File: config.mk
export PLATFORM = sky130hd
export DESIGN_NAME = channel_stream_mux_flat
export DESIGN_NICKNAME = d
export VERILOG_FILES = /design/src/rtl/channel_stream_mux_pkg.sv /design/src/rtl/channel_stream_mux_if.sv /design/src/rtl/channel_stream_mux_rr_arbiter.sv /design/src/rtl/channel_stream_mux.sv /design/src/flat_wrapper.sv
export SDC_FILE = /design/constraint.sdc
export NUM_CORES = 1
export LEC_CHECK = 0
export CAP_MARGIN = 15
export CORE_MARGIN = 3
export CORE_UTILIZATION = 44
export CTS_CLUSTER_DIAMETER = 50
export DETAILED_ROUTE_END_ITERATION = 6
export PLACE_DENSITY = 0.79
export SYNTH_ARGS = -nofsm -noshare
export SYNTH_HDL_FRONTEND = slang
export SYNTH_HIERARCHICAL = 1
export SYNTH_SLANG_ARGS = --single-unit
File: constraint.sdc
create_clock -name clk -period 2.2 [get_ports clk]
set_clock_uncertainty 0.15 [all_clocks]
set_input_delay 0.33 -clock clk [delete_from_list [all_inputs] [get_ports clk]]
set_output_delay 0.33 -clock clk [all_outputs]
set_load 0.01 [all_outputs]
File: src/rtl/channel_stream_mux_pkg.sv
// Shared definitions for the channel stream serializer: default sizing,
// channel index type and round-robin index stepping.
package channel_stream_pkg;

  localparam int DEF_CHANNELS   = 4;
  localparam int DEF_DATA_WIDTH = 16;

  typedef logic [$clog2(DEF_CHANNELS)-1:0] chan_idx_t;

  function automatic int next_chan(input int idx, input int n);
    return (idx + 1) % n;
  endfunction

endpackage

File: src/rtl/channel_stream_mux_if.sv
// Channel-tagged valid/ready sample stream between the serializer and the FIR.
interface channel_stream_mux_if #(
  parameter int CHANNELS   = 4,
  parameter int DATA_WIDTH = 16
);
  logic                        out_valid;
  logic                        out_ready;
  logic [DATA_WIDTH-1:0]       out_data;
  logic [$clog2(CHANNELS)-1:0] out_channel;

  modport master (output out_valid, out_data, out_channel, input out_ready);
  modport slave  (input out_valid, out_data, out_channel, output out_ready);
endinterface

File: src/rtl/channel_stream_mux_rr_arbiter.sv
// Combinational round-robin selector: first requester strictly after ptr_i,
// wrapping, so the last served channel has lowest priority.
module channel_rr_arbiter import channel_stream_pkg::*; #(
  parameter int CHANNELS = DEF_CHANNELS
) (
  input  logic [CHANNELS-1:0]         req_i,
  input  logic [$clog2(CHANNELS)-1:0] ptr_i,
  output logic                        gnt_o,
  output logic [$clog2(CHANNELS)-1:0] idx_o
);
  localparam int CW = $clog2(CHANNELS);

  int   c;
  logic found;

  always_comb begin
    found = 1'b0;
    idx_o = '0;
    c     = int'(ptr_i);
    for (int k = 0; k < CHANNELS; k++) begin
      c = next_chan(c, CHANNELS);
      if (!found && req_i[CW'(c)]) begin
        found = 1'b1;
        idx_o = CW'(c);
      end
    end
    gnt_o = found;
  end

endmodule

File: src/rtl/channel_stream_mux.sv
// Per-channel sample holding registers serialized round-robin into a single
// registered output slot, with sticky per-channel overrun flags.
module channel_stream_mux import channel_stream_pkg::*; #(
  parameter int CHANNELS   = DEF_CHANNELS,
  parameter int DATA_WIDTH = DEF_DATA_WIDTH
) (
  input  logic                           clk,
  input  logic                           reset,
  input  logic [CHANNELS-1:0]            sample_valid,
  input  logic [CHANNELS*DATA_WIDTH-1:0] sample_data,
  channel_stream_mux_if.master           out,
  output logic [CHANNELS-1:0]            pending,
  output logic [CHANNELS-1:0]            overrun,
  input  logic                           overrun_clear
);
  localparam int         CW      = $clog2(CHANNELS);
  localparam logic [0:0] S_EMPTY = 1'b0;
  localparam logic [0:0] S_FULL  = 1'b1;

  logic [DATA_WIDTH-1:0] hold_q [CHANNELS];
  logic [CHANNELS-1:0]   pend_q, pend_d, ovr_q, ovr_d, load_sel;
  logic [0:0]            state_q, state_d;
  logic [DATA_WIDTH-1:0] data_q, data_d;
  logic [CW-1:0]         chan_q, chan_d, ptr_q, ptr_d, gnt_idx;
  logic                  gnt, load;

  channel_rr_arbiter #(.CHANNELS(CHANNELS)) u_arb (
    .req_i (pend_q),
    .ptr_i (ptr_q),
    .gnt_o (gnt),
    .idx_o (gnt_idx)
  );

  assign load = gnt && (state_q == S_EMPTY || out.out_ready);

  always_comb begin
    state_d = state_q;
    data_d  = data_q;
    chan_d  = chan_q;
    ptr_d   = ptr_q;
    if (load) begin
      state_d = S_FULL;
      data_d  = hold_q[gnt_idx];
      chan_d  = gnt_idx;
      ptr_d   = gnt_idx;
    end else if (state_q == S_FULL && out.out_ready) begin
      state_d = S_EMPTY;
    end
  end

  // A capture into a channel being loaded this cycle refills it rather than
  // overwriting an unsent sample, so it never counts as an overrun.
  for (genvar i = 0; i < CHANNELS; i++) begin : g_ch
    assign load_sel[i] = load && (gnt_idx == CW'(i));
    assign pend_d[i]   = sample_valid[i] | (pend_q[i] & ~load_sel[i]);
    assign ovr_d[i]    = (sample_valid[i] & pend_q[i] & ~load_sel[i])
                       | (ovr_q[i] & ~overrun_clear);

    always_ff @(posedge clk or negedge reset) begin
      if (!reset)               hold_q[i] <= '0;
      else if (sample_valid[i]) hold_q[i] <= sample_data[i*DATA_WIDTH +: DATA_WIDTH];
    end
  end

  always_ff @(posedge clk or negedge reset) begin
    if (!reset) begin
      state_q <= S_EMPTY;
      data_q  <= '0;
      chan_q  <= '0;
      ptr_q   <= CW'(CHANNELS - 1);
      pend_q  <= '0;
      ovr_q   <= '0;
    end else begin
      state_q <= state_d;
      data_q  <= data_d;
      chan_q  <= chan_d;
      ptr_q   <= ptr_d;
      pend_q  <= pend_d;
      ovr_q   <= ovr_d;
    end
  end

  assign out.out_valid   = (state_q == S_FULL);
  assign out.out_data    = data_q;
  assign out.out_channel = chan_q;
  assign pending         = pend_q;
  assign overrun         = ovr_q;

endmodule

File: src/flat_wrapper.sv
// flat-port wrapper written by rule: the top's interface ports become plain ports
module channel_stream_mux_flat import channel_stream_pkg::*;
#(
  parameter int CHANNELS   = DEF_CHANNELS,
  parameter int DATA_WIDTH = DEF_DATA_WIDTH
)
  (clk, reset, sample_valid, sample_data, pending, overrun, overrun_clear, out_out_valid, out_out_data, out_out_channel, out_out_ready);
  channel_stream_mux_if #(.CHANNELS(CHANNELS), .DATA_WIDTH(DATA_WIDTH)) out_i ();
  input  logic clk;
  input  logic reset;
  input  logic [CHANNELS-1:0] sample_valid;
  input  logic [CHANNELS*DATA_WIDTH-1:0] sample_data;
  output logic [CHANNELS-1:0] pending;
  output logic [CHANNELS-1:0] overrun;
  input  logic overrun_clear;
  output wire logic [$bits(out_i.out_valid)-1:0] out_out_valid;
  output wire logic [$bits(out_i.out_data)-1:0] out_out_data;
  output wire logic [$bits(out_i.out_channel)-1:0] out_out_channel;
  input wire logic [$bits(out_i.out_ready)-1:0] out_out_ready;
  assign out_out_valid = out_i.out_valid;
  assign out_out_data = out_i.out_data;
  assign out_out_channel = out_i.out_channel;
  assign out_i.out_ready = out_out_ready;
  channel_stream_mux #(.CHANNELS(CHANNELS), .DATA_WIDTH(DATA_WIDTH)) u_core (.clk(clk), .reset(reset), .sample_valid(sample_valid), .sample_data(sample_data), .out(out_i), .pending(pending), .overrun(overrun), .overrun_clear(overrun_clear));
endmodule
# Yosys cells after proc, flatten, opt, wreduce, memory -nomap -nowiden
# Cells that the tools add are included.
[word_totals] ff_bits=93 inputBits=72 out_inout_bits=27
[op_classes] order_cmp=5 n_bitwise=32 n_reduce_logical=16 eq_ne=3 muxes=25 n_addsub=4
[op_table] op="16-bit binary-select mux with 2-bit select" count=1
[op_table] op="16-bit two-way mux" count=2
[op_table] op="1-bit bitwise AND" count=16
[op_table] op="2-bit by 4-bit less-than comparator with 1-bit output (second input constant)" count=4
[op_table] op="1-bit two-way mux" count=14
[op_table] op="1-bit logical AND" count=9
[op_table] op="1-bit binary-select mux with 2-bit select" count=4
[op_table] op="2-bit two-way mux" count=4
[op_table] op="1-bit OR" count=8
[op_table] op="1-bit NOT" count=6
[op_table] op="2-bit adder (second input constant)" count=2
[op_table] op="3-bit by 2-bit adder with 4-bit output (second input constant)" count=1
[op_table] op="2-bit equality test (second input constant)" count=2
[op_table] op="3-bit greater-or-equal comparator (second input constant)" count=1
[op_table] op="1-bit logical NOT" count=3
[op_table] op="2-bit NOT with 3-bit output" count=1
[op_table] op="2-bit by 1-bit adder with 2-bit output (second input constant)" count=1
[op_table] op="2-bit by 1-bit equality test with 1-bit output (second input constant)" count=1
[op_table] op="2-bit logical NOT" count=1
[op_table] op="2-bit nonzero test" count=1
[op_table] op="2-bit OR reduction" count=1
[op_table] op="1-bit bitwise AND (first input constant)" count=1
[op_table] op="1-bit logical OR" count=1

# Logic depth before layout (Yosys ltp)
# Gate-level depths: netlist of run 1.
[logic_depth] word_depth=20 mapped_depth=7 ltp_nobuf=6

# Cells and area by module
# Netlist of run 1, hierarchy kept.
[modules_own_cells] mod="channel_stream_mux" cells_each=230 seq_area_each_um2=2329.7 area_per_inst_um2=3848.7 n_inst=1
[modules_own_cells] mod="channel_rr_arbiter" cells_each=14 seq_area_each_um2=0.0 area_per_inst_um2=81.3 n_inst=1

# Least setup slack after synthesis of run 1
# Ideal clock, no wire load.
[synth_timing] path_kind="register to register" start="register u_core.pend_q[1], in the netlist u_core/pending[1]" end="register u_core.data_q[0], in the netlist u_core/out.out_data[0]" arrival_time_ps=1847 n_path_buf=1 path_stages_with_launch=7 path_slack_ps=78 path_cell_list="dfrtp_1 nor2b_1 a21oi_1 o221ai_2 buf_6 mux4_2 mux2_2"
[synth_between] elab_chain_len=17 elab_cells_between_ends=31 classes_between="mux (23); bitwise (1); reduce/logical (7)"
[synth_lines] element="start, declared" line_no="channel_stream_mux.sv:21" rtl="logic [CHANNELS-1:0] pend_q, pend_d, ovr_q, ovr_d, load_sel;"
[synth_lines] element="start signal, assigned" line_no="channel_stream_mux.sv:78" rtl="pend_q <= pend_d;"
[synth_lines] element="1-bit binary-select mux with 2-bit select" line_no="channel_stream_mux_rr_arbiter.sv:22" rtl="if (!found && req_i[CW'(c)]) begin"
[synth_lines] element="1-bit two-way mux (implied by the code) (2 in series)" line_no="channel_stream_mux_rr_arbiter.sv:22"
[synth_lines] element="1-bit two-way mux" line_no="channel_stream_mux_rr_arbiter.sv:22"
[synth_lines] element="1-bit logical NOT" line_no="channel_stream_mux_rr_arbiter.sv:22"
[synth_lines] element="1-bit logical AND" line_no="channel_stream_mux_rr_arbiter.sv:22"
[synth_lines] element="1-bit two-way mux" line_no="channel_stream_mux_rr_arbiter.sv:22"
[synth_lines] element="1-bit logical NOT" line_no="channel_stream_mux_rr_arbiter.sv:22"
[synth_lines] element="1-bit logical AND" line_no="channel_stream_mux_rr_arbiter.sv:22"
[synth_lines] element="1-bit two-way mux" line_no="channel_stream_mux_rr_arbiter.sv:22"
[synth_lines] element="1-bit logical NOT" line_no="channel_stream_mux_rr_arbiter.sv:22"
[synth_lines] element="1-bit logical AND" line_no="channel_stream_mux_rr_arbiter.sv:22"
[synth_lines] element="2-bit two-way mux (*)" line_no="channel_stream_mux_rr_arbiter.sv:22"
[synth_lines] element="via u_core.gnt_idx[0]" line_no="channel_stream_mux.sv:24" rtl="logic [CW-1:0] chan_q, chan_d, ptr_q, ptr_d, gnt_idx;"
[synth_lines] element="2-bit NOT with 3-bit output (implied by the code) (*)" line_no="channel_stream_mux.sv:43" rtl="data_d = hold_q[gnt_idx];"
[synth_lines] element="16-bit binary-select mux with 2-bit select (*)" line_no="channel_stream_mux.sv:43"
[synth_lines] element="16-bit two-way mux (implied by the code) (*) (2 in series)" line_no="channel_stream_mux.sv:43"
[synth_lines] element="end signal, assigned" line_no="channel_stream_mux.sv:75" rtl="data_q <= data_d;"
[synth_lines] element="end, declared" line_no="channel_stream_mux.sv:23" rtl="logic [DATA_WIDTH-1:0] data_q, data_d;"
# The timed path passes the listed nets; every way through them passes the cells marked *. The select of a mux whose other input is x is not followed.
# A chain may end at the register's enable or synchronous reset.

# Worst setup path after layout of run 1
[layout_timing] start="register u_core.ptr_q[1]" end="register u_core.data_q[15], in the netlist u_core/out.out_data[15]"
[layout_between] elab_chain_len=18 elab_cells_between_ends=35 classes_between="add/sub (4); mux (23); bitwise (1); reduce/logical (7)"
[layout_lines] element="start, declared" line_no="channel_stream_mux.sv:24"
[layout_lines] element="start signal, assigned" line_no="channel_stream_mux.sv:70" rtl="ptr_q <= CW'(CHANNELS - 1);"
[layout_lines] element="start signal, assigned" line_no="channel_stream_mux.sv:77" rtl="ptr_q <= ptr_d;"
[layout_lines] element="2-bit by 1-bit adder with 2-bit output (*)" line_no="channel_stream_mux_pkg.sv:11" rtl="return (idx + 1) % n;"
[layout_lines] element="parallel branches: the longest is 12 deep, another holds 3-bit by 2-bit adder with 4-bit output"
[layout_lines] element="2-bit two-way mux (*)" line_no="channel_stream_mux_rr_arbiter.sv:22"
[layout_lines] element="via u_core.gnt_idx[0]" line_no="channel_stream_mux.sv:24"
[layout_lines] element="2-bit NOT with 3-bit output (implied by the code) (*)" line_no="channel_stream_mux.sv:43"
[layout_lines] element="16-bit binary-select mux with 2-bit select (*)" line_no="channel_stream_mux.sv:43"
[layout_lines] element="16-bit two-way mux (implied by the code) (*) (2 in series)" line_no="channel_stream_mux.sv:43"
# Mark *: on every way through the listed nets, which the timed path passes. The select of a mux whose other input is x is not followed.

==> results.yml, run 1 <==
grt:
  grt_max_degree: 42
  antenna_found_initial: 0
  first_global_vias: 2753
  grt_overflow: 0
  grt_pass1_wl_um: 14000
  grt_usage_pct: 18.2
drt:
  routed_via_density: 5.33
  wl_per_cell_um: 18.8
  firstDrtPassIters: 4
  first_iter_violations: 93
  drc: 0
  drt-total-wl_um: 8800
  drtAntennaViolNets: 0
  vias: 2491
cells_and_area:
  synthToLayoutAreaGrowth_pct: 37.3
  antennaDiodeCount: 0
  layout.cells.non_filler: 467
  layout_commonest_cell: "clkdlybuf4s50_1"
  drive_gt1_share_pct: 37.3
  fin_area_um2: 5400
  layout_common_cells: "97 x clkdlybuf4s50_1, 91 x dfrtp_1, 80 x mux2_2, 16 x mux4_2, 13 x buf_4"
  fin_nets: 429
critical_path:
  path_max_fanout: 10
  arrival_ns: 2.22
  cp.required_ns: 2.27
  startpoint_type: "register"
  cp-end-kind: "register"
  path_class: "register to register"
synthesis:
  synth_top_family_by_area: "multiplexers"
  synth-simple-area-share_pct: 2.55
  synth_mux_area_share_pct: 32.3
  ys_seq_elements: 93
  syn_area_per_cell_um2: 16.1
  synth-adder-area-share_pct: 0
  synth_compound_gate_area_share_pct: 3.44
  synth-xor-area-share_pct: 0
  yosys.cell_types.count: 24
  synthesis.area_um2: 3930
  yosysWarnings: 6
  synth_nets: 316
  yosysSeqAreaShare_pct: 59.3
  syn_inst: 244
pwr:
  p_per_area_nw_per_um2: 1160
  power.leakage_uw: 0.00222
  ir_drop_uv: 594
  p_total_uw: 6250
timing:
  slew_viol_final: 0
  period_minus_slack_ns: 2.15
  rsz0062_at_grt: "no"
  setup_violations: 0
  maxSlewHeadroom_pct: 70.2
  period_share_pct: 97.5
  hold_viol_final: 0
  fmax_mhz: 466
  worstMarginPinSlew_ns: 0.448
  setup_tns_ns: 0
  fin_hold_ws_ns: 0.312
place:
  dp_cells: 449
  place_congestion: 0.780
  io_buffers: 98
  post-dp-hpwl_um: 6310
  dpl_cell_area_um2: 5150
min_path:
  hold_path_class: "input pin to async pin"
clocking:
  clockBufferDepth: 2
  clock_sinks: 93
  clock-root-buffer: "clkbuf_8"
  clock_latency_ns: 0.34
  cts_tree: "built"
  numCtsBuffers: 9
  path_clk_slew_ns: 0.10
  cts_max_level: 3
floorplan:
  fp.dieArea_um2: 10100
  core_area_um2: 8420
  start_util_pct: 46.7
  ioPinCount: 99
  die_y_um: 101
  fp-row-count: 33
  die_width_um: 101
job:
  drv_cap: 0
run_status:
  status: "finished clean"
==> area by class of cell <==
cell class	instances	area, um2
inverter	3	11.3
fill	641	3030
clock inverter	5	83.8
sequential	93	2330
tap	105	131
clock buffer	11	131
timing repair buffer	116	1180
multi-input combinational	134	1530
==> timing repair <==
item	4_1_cts	5_1_grt
endpoints found under the hold margin	29	0
buffers inserted	1	0
pin swaps	0	1
hold buffers	1	0
resized for setup	0	3
endpoints found under the setup margin	1	18
gates cloned	0	0
==> synth_stat cells <==
cell type | instances | area, um2
mux2i_1 | 1 | 10.0
nand2_1 | 6 | 22.5
nor3_1 | 1 | 5.00
a32o_1 | 3 | 30.0
nand2b_1 | 3 | 18.8
inv_1 | 3 | 11.3
a21o_1 | 7 | 52.6
buf_2 | 12 | 60.1
nor2b_1 | 2 | 12.5
a31oi_1 | 1 | 6.26
dfstp_2 | 2 | 52.6
nor2_1 | 4 | 15.0
o2bb2ai_1 | 1 | 8.76
a21oi_1 | 3 | 15.0
mux4_2 | 16 | 360
and3_1 | 1 | 6.26
nand4_1 | 1 | 6.26
nand3_1 | 1 | 5.00
mux2_2 | 80 | 901
o221ai_2 | 1 | 15.0
o21bai_1 | 1 | 7.51
dfrtp_1 | 91 | 2280
buf_6 | 2 | 22.5
nand4b_1 | 1 | 8.76
==> through the flow <==
| step | worst slack, ns | util, % |
|---|---|---|
| 2_1_floorplan | 0.0778 | - |
| 3_3_place_gp | 0.0772 | 61.2 |
| 3_5_place_dp | 0.0267 | 61.2 |
| 4_1_cts | 0.00412 | 64.0 |
| 5_1_grt | 0.00373 | 64.1 |
| 6_report | 0.0544 | 64.1 |
==> registers in the layout, indices dropped and copies added (netlist names) <==
signal                  count
u_core/out.out_valid        1
u_core/out.out_data        16
u_core/pending              4
u_core/overrun              4
u_core/ptr_q                2
u_core/hold_q              64
u_core/out.out_channel      2
==> worst max-delay path: stages (launching register included) <==
cell and delay [ns]:
dfstp_2 0.58, mux2i_2 0.27, o221ai_4 0.16, buf_12 0.18, mux4_2 0.42, mux2_2 0.27
==> power breakdown <==
group / internal, uW / switching (uW)
Clock: 646 / 579
Sequential: 2100 / 235
Combinational: 1680 / 1020
==> kinds of logic after synthesis <==
logic type	count (synthesis)
mux	97
flops	93
simple gates	20
compound gates	17
buf+inv	17
==> worst paths after layout <==
kind | depth (start not counted) | to | from | slack [ns]
max in group asynchronous | 3 | u_core/hold_q[29] | reset | 0.92
worst min-delay path | 2 | u_core/hold_q[21] | reset | 0.31
worst max-delay path | 5 | u_core/out.out_data[15] | u_core/ptr_q[1] | 0.05
worst min register to register | 1 | u_core/out.out_channel[1] | u_core/out.out_channel[1] | 0.35
min in group clk | 1 | u_core/out.out_channel[1] | u_core/out.out_channel[1] | 0.35
worst max register to register | 5 | u_core/out.out_data[15] | u_core/ptr_q[1] | 0.05
==> metal layers <==
metal	vias to the layer above	global-route usage (%)	share of wire [%]
met5	-	0	0
met4	0	6.74	1.5
met3	10	2.77	4.0
met2	68	32.5	55
met1	1289	22.3	40
li1	1124	-	-
No activity file was read; power rests on OpenSTA's default activity.
==> run 2, diff against run 1 <==
--- a/config.mk
+++ b/config.mk
@@ -7,10 +7,10 @@
 export LEC_CHECK = 0
 export CAP_MARGIN = 15
 export CORE_MARGIN = 3
-export CORE_UTILIZATION = 44
+export CORE_UTILIZATION = 23
 export CTS_CLUSTER_DIAMETER = 50
 export DETAILED_ROUTE_END_ITERATION = 6
-export PLACE_DENSITY = 0.79
+export PLACE_DENSITY = 0.47
 export SYNTH_ARGS = -nofsm -noshare
 export SYNTH_HDL_FRONTEND = slang
 export SYNTH_HIERARCHICAL = 1
==> constraint.sdc (replaced) <==
create_clock -name clk -period 2.46 [get_ports clk]
set_clock_uncertainty 0.15 [all_clocks]
set_input_delay 0.369 -clock clk [delete_from_list [all_inputs] [get_ports clk]]
set_output_delay 0.369 -clock clk [all_outputs]
set_load 0.01 [all_outputs]
==> results.yml, run 2 (synthesis gave the netlist of run 1 again) <==
drt:
  first_iter_violations: 96
  firstDrtPassIters: 3
  drtAntennaViolNets: 0
  vias: 2412
  wl_per_cell_um: 18.1
  drc: 0
  routed_via_density: 4.18
  drt-total-wl_um: 10400
timing:
  maxSlewHeadroom_pct: 75.8
  slew_viol_final: 0
  setup_violations: 0
  setup_ws_ns: 0.196
  period_share_pct: 92.0
  fmax_mhz: 442
  worstMarginPinSlew_ns: 0.363
  rsz0062_at_grt: "no"
  hold_viol_final: 0
  setup_tns_ns: 0
  period_minus_slack_ns: 2.26
cells_and_area:
  top_register: "u_core/hold_q"
  layout_common_cells: "97 x clkdlybuf4s50_1, 91 x dfrtp_1, 80 x mux2_2, 16 x mux4_2, 12 x buf_4"
  synthToLayoutAreaGrowth_pct: 41.5
  antennaDiodeCount: 0
  layout.cells.non_filler: 577
  layout_commonest_cell: "clkdlybuf4s50_1"
  drive_gt1_share_pct: 35.9
  nFillCells: 1630
  fin_nets: 425
  largest_register_ffs: 64
critical_path:
  slowest_stage: "mux4_2"
  slowest_delay_ns: 0.52
  arrival_ns: 2.34
  cp.required_ns: 2.53
  worstPathCellList: "nor2b_1 -> a21oi_1 -> o221ai_4 -> buf_6 -> mux4_2 -> mux2_2"
  cp-end-kind: "register"
  startpoint_type: "register"
  critPathBufInv: 1
  reg2reg_from: "u_core/pending[1]"
  cp_top_family: "multiplexers"
  path_class: "register to register"
  crit_start: "u_core/pending[1]"
  path_max_fanout: 11
job:
  drv_cap: 0
floorplan:
  die_y_um: 137
  start_util_pct: 23.6
  core_area_um2: 16600
  die_width_um: 137
  ioPinCount: 99
  fp-row-count: 47
  fp.dieArea_um2: 18700
grt:
  grtUsageMet2_pct: 17.8
  met3_usage_pct: 4.15
  grt_max_degree: 53
  antenna_found_initial: 0
  first_global_vias: 2807
  met1_usage_pct: 16.4
  grt_pass1_wl_um: 16500
  grt_busiest_layer: "met2"
  grt_overflow: 0
  grt_usage_pct: 12.0
clocking:
  numCtsBuffers: 9
  clock-root-buffer: "clkbuf_16"
  clock_latency_ns: 0.34
  clockBufferDepth: 2
  cts_tree: "built"
  clock_sinks: 93
  cts_max_level: 3
  path_clk_slew_ns: 0.07
place:
  place_ws_ns: 0.123
  place_congestion: 0.697
  post-dp-hpwl_um: 7080
  io_buffers: 98
  dp_cells: 561
min_path:
  hold_path_class: "input pin to async pin"
run_status:
  status: "finished clean"
pwr:
  ir_drop_uv: 378
  p_per_area_nw_per_um2: 1050
  power.leakage_uw: 0.00223
run 2: cell count changes in the layout (fill, tap and decap cells not counted), sizes merged:
| cell | delta |
|---|---|
| inv | -1 |
| clkinv | +1 |
| buf | -4 |
| clkinvlp | -1 |
run 2: report_power, final:
part	total, uW	internal (uW)	switching, uW
clock network	1500	912	585
logic	2240	1350	889
registers	2110	1880	232
total	5850	4140	1710
run 2: metal layers:
layer  share of wire [%]  vias to the layer above
met5                   0                        -
met4                 1.3                        0
met3                 6.2                        9
met2                  46                       59
met1                  46                     1228
li1                    -                     1116
run 2: final cells by class:
| class | instances | area, um2 | area share [%] |
|---|---|---|---|
| clock buffers | 11 | 243 | 4.36 |
| clock inverters | 4 | 72.6 | 1.30 |
| well taps | 220 | 275 | 4.95 |
| multi-input cells | 134 | 1530 | 27.5 |
| repair buffers | 112 | 1100 | 19.8 |
| inverters | 3 | 11.3 | 0.202 |
| flip-flops and latches | 93 | 2330 | 41.9 |
run 2: timing repair:
item / 4_1_cts / 5_1_grt
buffers inserted: 0 / 0
hold buffers: 1 / 0
hold endpoints to repair: 14 / 0
resized for setup: 0 / 1
setup endpoints to repair: 0 / 8
run 2: through the flow:
| step | area [um2] | hold WS, ns | total power, uW | util [%] |
|---|---|---|---|---|
| finish | 5560 | 0.279 | 5850 | 33.4 |
| detailed placement | 5230 | 0.0984 | 4420 | 31.4 |
| global placement | 5230 | 0.0974 | 4370 | 31.4 |
| floorplan | 3930 | -0.0766 | 3420 | - |
| global route | 5560 | 0.295 | 6240 | 33.4 |
| CTS | 5560 | 0.266 | 5960 | 33.4 |
run 2: worst paths after layout:
path,end,cells after the start,slack (ns)
worst max-delay path,u_core/out.out_data[10],6,0.20
worst min-delay path,u_core/hold_q[59],2,0.28
worst max register to register,u_core/out.out_data[10],6,0.20
worst min register to register,u_core/overrun[0],1,0.34
max in group asynchronous,u_core/hold_q[37],3,1.25
min in group clk,u_core/overrun[0],1,0.34
==> run 3, diff against run 2 <==
--- a/config.mk
+++ b/config.mk
@@ -8,6 +8,7 @@
 export CAP_MARGIN = 15
 export CORE_MARGIN = 3
 export CORE_UTILIZATION = 23
+export CTS_BUF_LIST = sky130_fd_sc_hd__clkbuf_8
 export CTS_CLUSTER_DIAMETER = 50
 export DETAILED_ROUTE_END_ITERATION = 6
 export PLACE_DENSITY = 0.47
==> results.yml, run 3 (synthesis gave the netlist of run 1 again) <==
drt:
  vias: 2429
  firstDrtPassIters: 4
  drc: 0
  first_iter_violations: 89
  drtAntennaViolNets: 0
  wl_per_cell_um: 18.0
  routed_via_density: 4.21
  drt-total-wl_um: 10400
cells_and_area:
  layout_commonest_cell: "clkdlybuf4s50_1"
  drive_gt1_share_pct: 35.9
  largest_register_ffs: 64
  synthToLayoutAreaGrowth_pct: 39.0
  layout_common_cells: "97 x clkdlybuf4s50_1, 91 x dfrtp_1, 80 x mux2_2, 16 x mux4_2, 12 x buf_4"
  antennaDiodeCount: 0
  top_register: "u_core/hold_q"
  layout.cells.non_filler: 577
  fin_nets: 425
timing:
  period_minus_slack_ns: 2.26
  rsz0062_at_grt: "no"
  fmax_mhz: 442
  worstMarginPinSlew_ns: 0.357
  hold_viol_final: 0
  slew_viol_final: 0
  setup_tns_ns: 0
  maxSlewHeadroom_pct: 76.2
  setup_violations: 0
  period_share_pct: 92.0
floorplan:
  die_width_um: 137
  ioPinCount: 99
  fp.dieArea_um2: 18700
  start_util_pct: 23.6
  die_y_um: 137
  core_area_um2: 16600
  fp-row-count: 47
clocking:
  cts_setup_buffers: 0
  numCtsBuffers: 9
  path_clk_slew_ns: 0.09
  clockBufferDepth: 2
  clock-root-buffer: "clkbuf_8"
  clock_latency_ns: 0.37
  cts_tree: "built"
  cts_max_level: 3
  clock_sinks: 93
job:
  drv_cap: 0
min_path:
  hold_path_class: "input pin to async pin"
grt:
  antenna_found_initial: 0
  grt_overflow: 0
  grt_max_degree: 53
  first_global_vias: 2793
  grt_usage_pct: 11.9
  grt_pass1_wl_um: 16400
critical_path:
  cp-end-kind: "register"
  slowest_stage: "mux4_2"
  arrival_ns: 2.37
  startpoint_type: "register"
  critPathBufInv: 1
  slowest_delay_ns: 0.52
  path_class: "register to register"
  cp.required_ns: 2.57
  path_max_fanout: 11
  worstPathCellList: "nor2b_1 -> a21oi_1 -> o221ai_4 -> buf_6 -> mux4_2 -> mux2_2"
  cp_top_family: "multiplexers"
pwr:
  clockPowerShare_pct: 20.8
  p_seq_share_pct: 38.4
  p_sw_uw: 1670
  power.leakage_uw: 0.00219
  netSwitchingFraction_pct: 30.5
  ir_drop_uv: 376
  p_per_area_nw_per_um2: 1000
  intPower_uw: 3820
  power_frac_comb_pct: 40.8
run_status:
  status: "finished clean"
place:
  place_congestion: 0.697
  io_buffers: 98
  post-dp-hpwl_um: 7080
  dp_cells: 561
==> run 3: power groups by stage <==
stage | registers, uW | logic (uW) | clock network [uW]
global placement | 2140 | 2230 | 0
finish | 2110 | 2240 | 1140
CTS | 2120 | 2290 | 1190
detailed placement | 2140 | 2280 | 0
global route | 2160 | 2440 | 1260
floorplan | 2180 | 1250 | 0
==> run 3: what timing repair did <==
| action | CTS | global route |
|---|---|---|
| endpoints found under the setup margin | 0 | 7 |
| endpoints found under the hold margin | 14 | 0 |
| hold buffers | 1 | 0 |
| resized for setup | 0 | 1 |
==> run 3: per-stage QoR <==
stage	total power, uW	util [%]	hold WS [ns]	setup WS (ns)	instance area, um2
floorplan	3420	-	-0.0766	0.338	3930
global route	5860	32.8	0.251	0.0560	5460
CTS	5600	32.8	0.217	0.116	5460
global placement	4370	31.4	0.0974	0.200	5230
detailed placement	4420	31.4	0.0984	0.123	5230
finish	5490	32.8	0.238	0.197	5460
==> run 3: layout make-up <==
| class | instances | area (um2) |
|---|---|---|
| Fill cell | 1638 | 11200 |
| Sequential cell | 93 | 2330 |
| Multi-Input combinational cell | 134 | 1530 |
| Timing Repair Buffer | 112 | 1100 |
| Tap cell | 220 | 275 |
| Clock buffer | 10 | 138 |
| Clock inverter | 5 | 76.3 |
| Inverter | 3 | 11.3 |
==> run 3: worst reg2reg max path, cell delays in order, from the launching register on <==
cell and delay (ns):
dfrtp_1 0.46, nor2b_1 0.21, a21oi_1 0.10, o221ai_4 0.21, buf_6 0.24, mux4_2 0.53, mux2_2 0.27
==> run 3: layer usage <==
metal	global-route usage (%)	wire length [um]	up-vias
met5	0	0	-
met3	3.60	617	14
li1	-	-	1119
met1	16.2	4790	1232
met4	4.93	178	0
met2	17.7	4820	64
==> run 3: worst paths after layout <==
| check | startpoint | end | slack (ns) | cells past startpoint |
|---|---|---|---|---|
| worst max-delay path | u_core/pending[1] | u_core/out.out_data[10] | 0.20 | 6 |
| worst min-delay path | reset | u_core/hold_q[59] | 0.24 | 2 |
| worst max register to register | u_core/pending[1] | u_core/out.out_data[10] | 0.20 | 6 |
| worst min register to register | u_core/overrun[0] | u_core/overrun[0] | 0.35 | 1 |
| max in group asynchronous | reset | u_core/hold_q[37] | 1.29 | 3 |
| min in group clk | u_core/overrun[0] | u_core/overrun[0] | 0.35 | 1 |
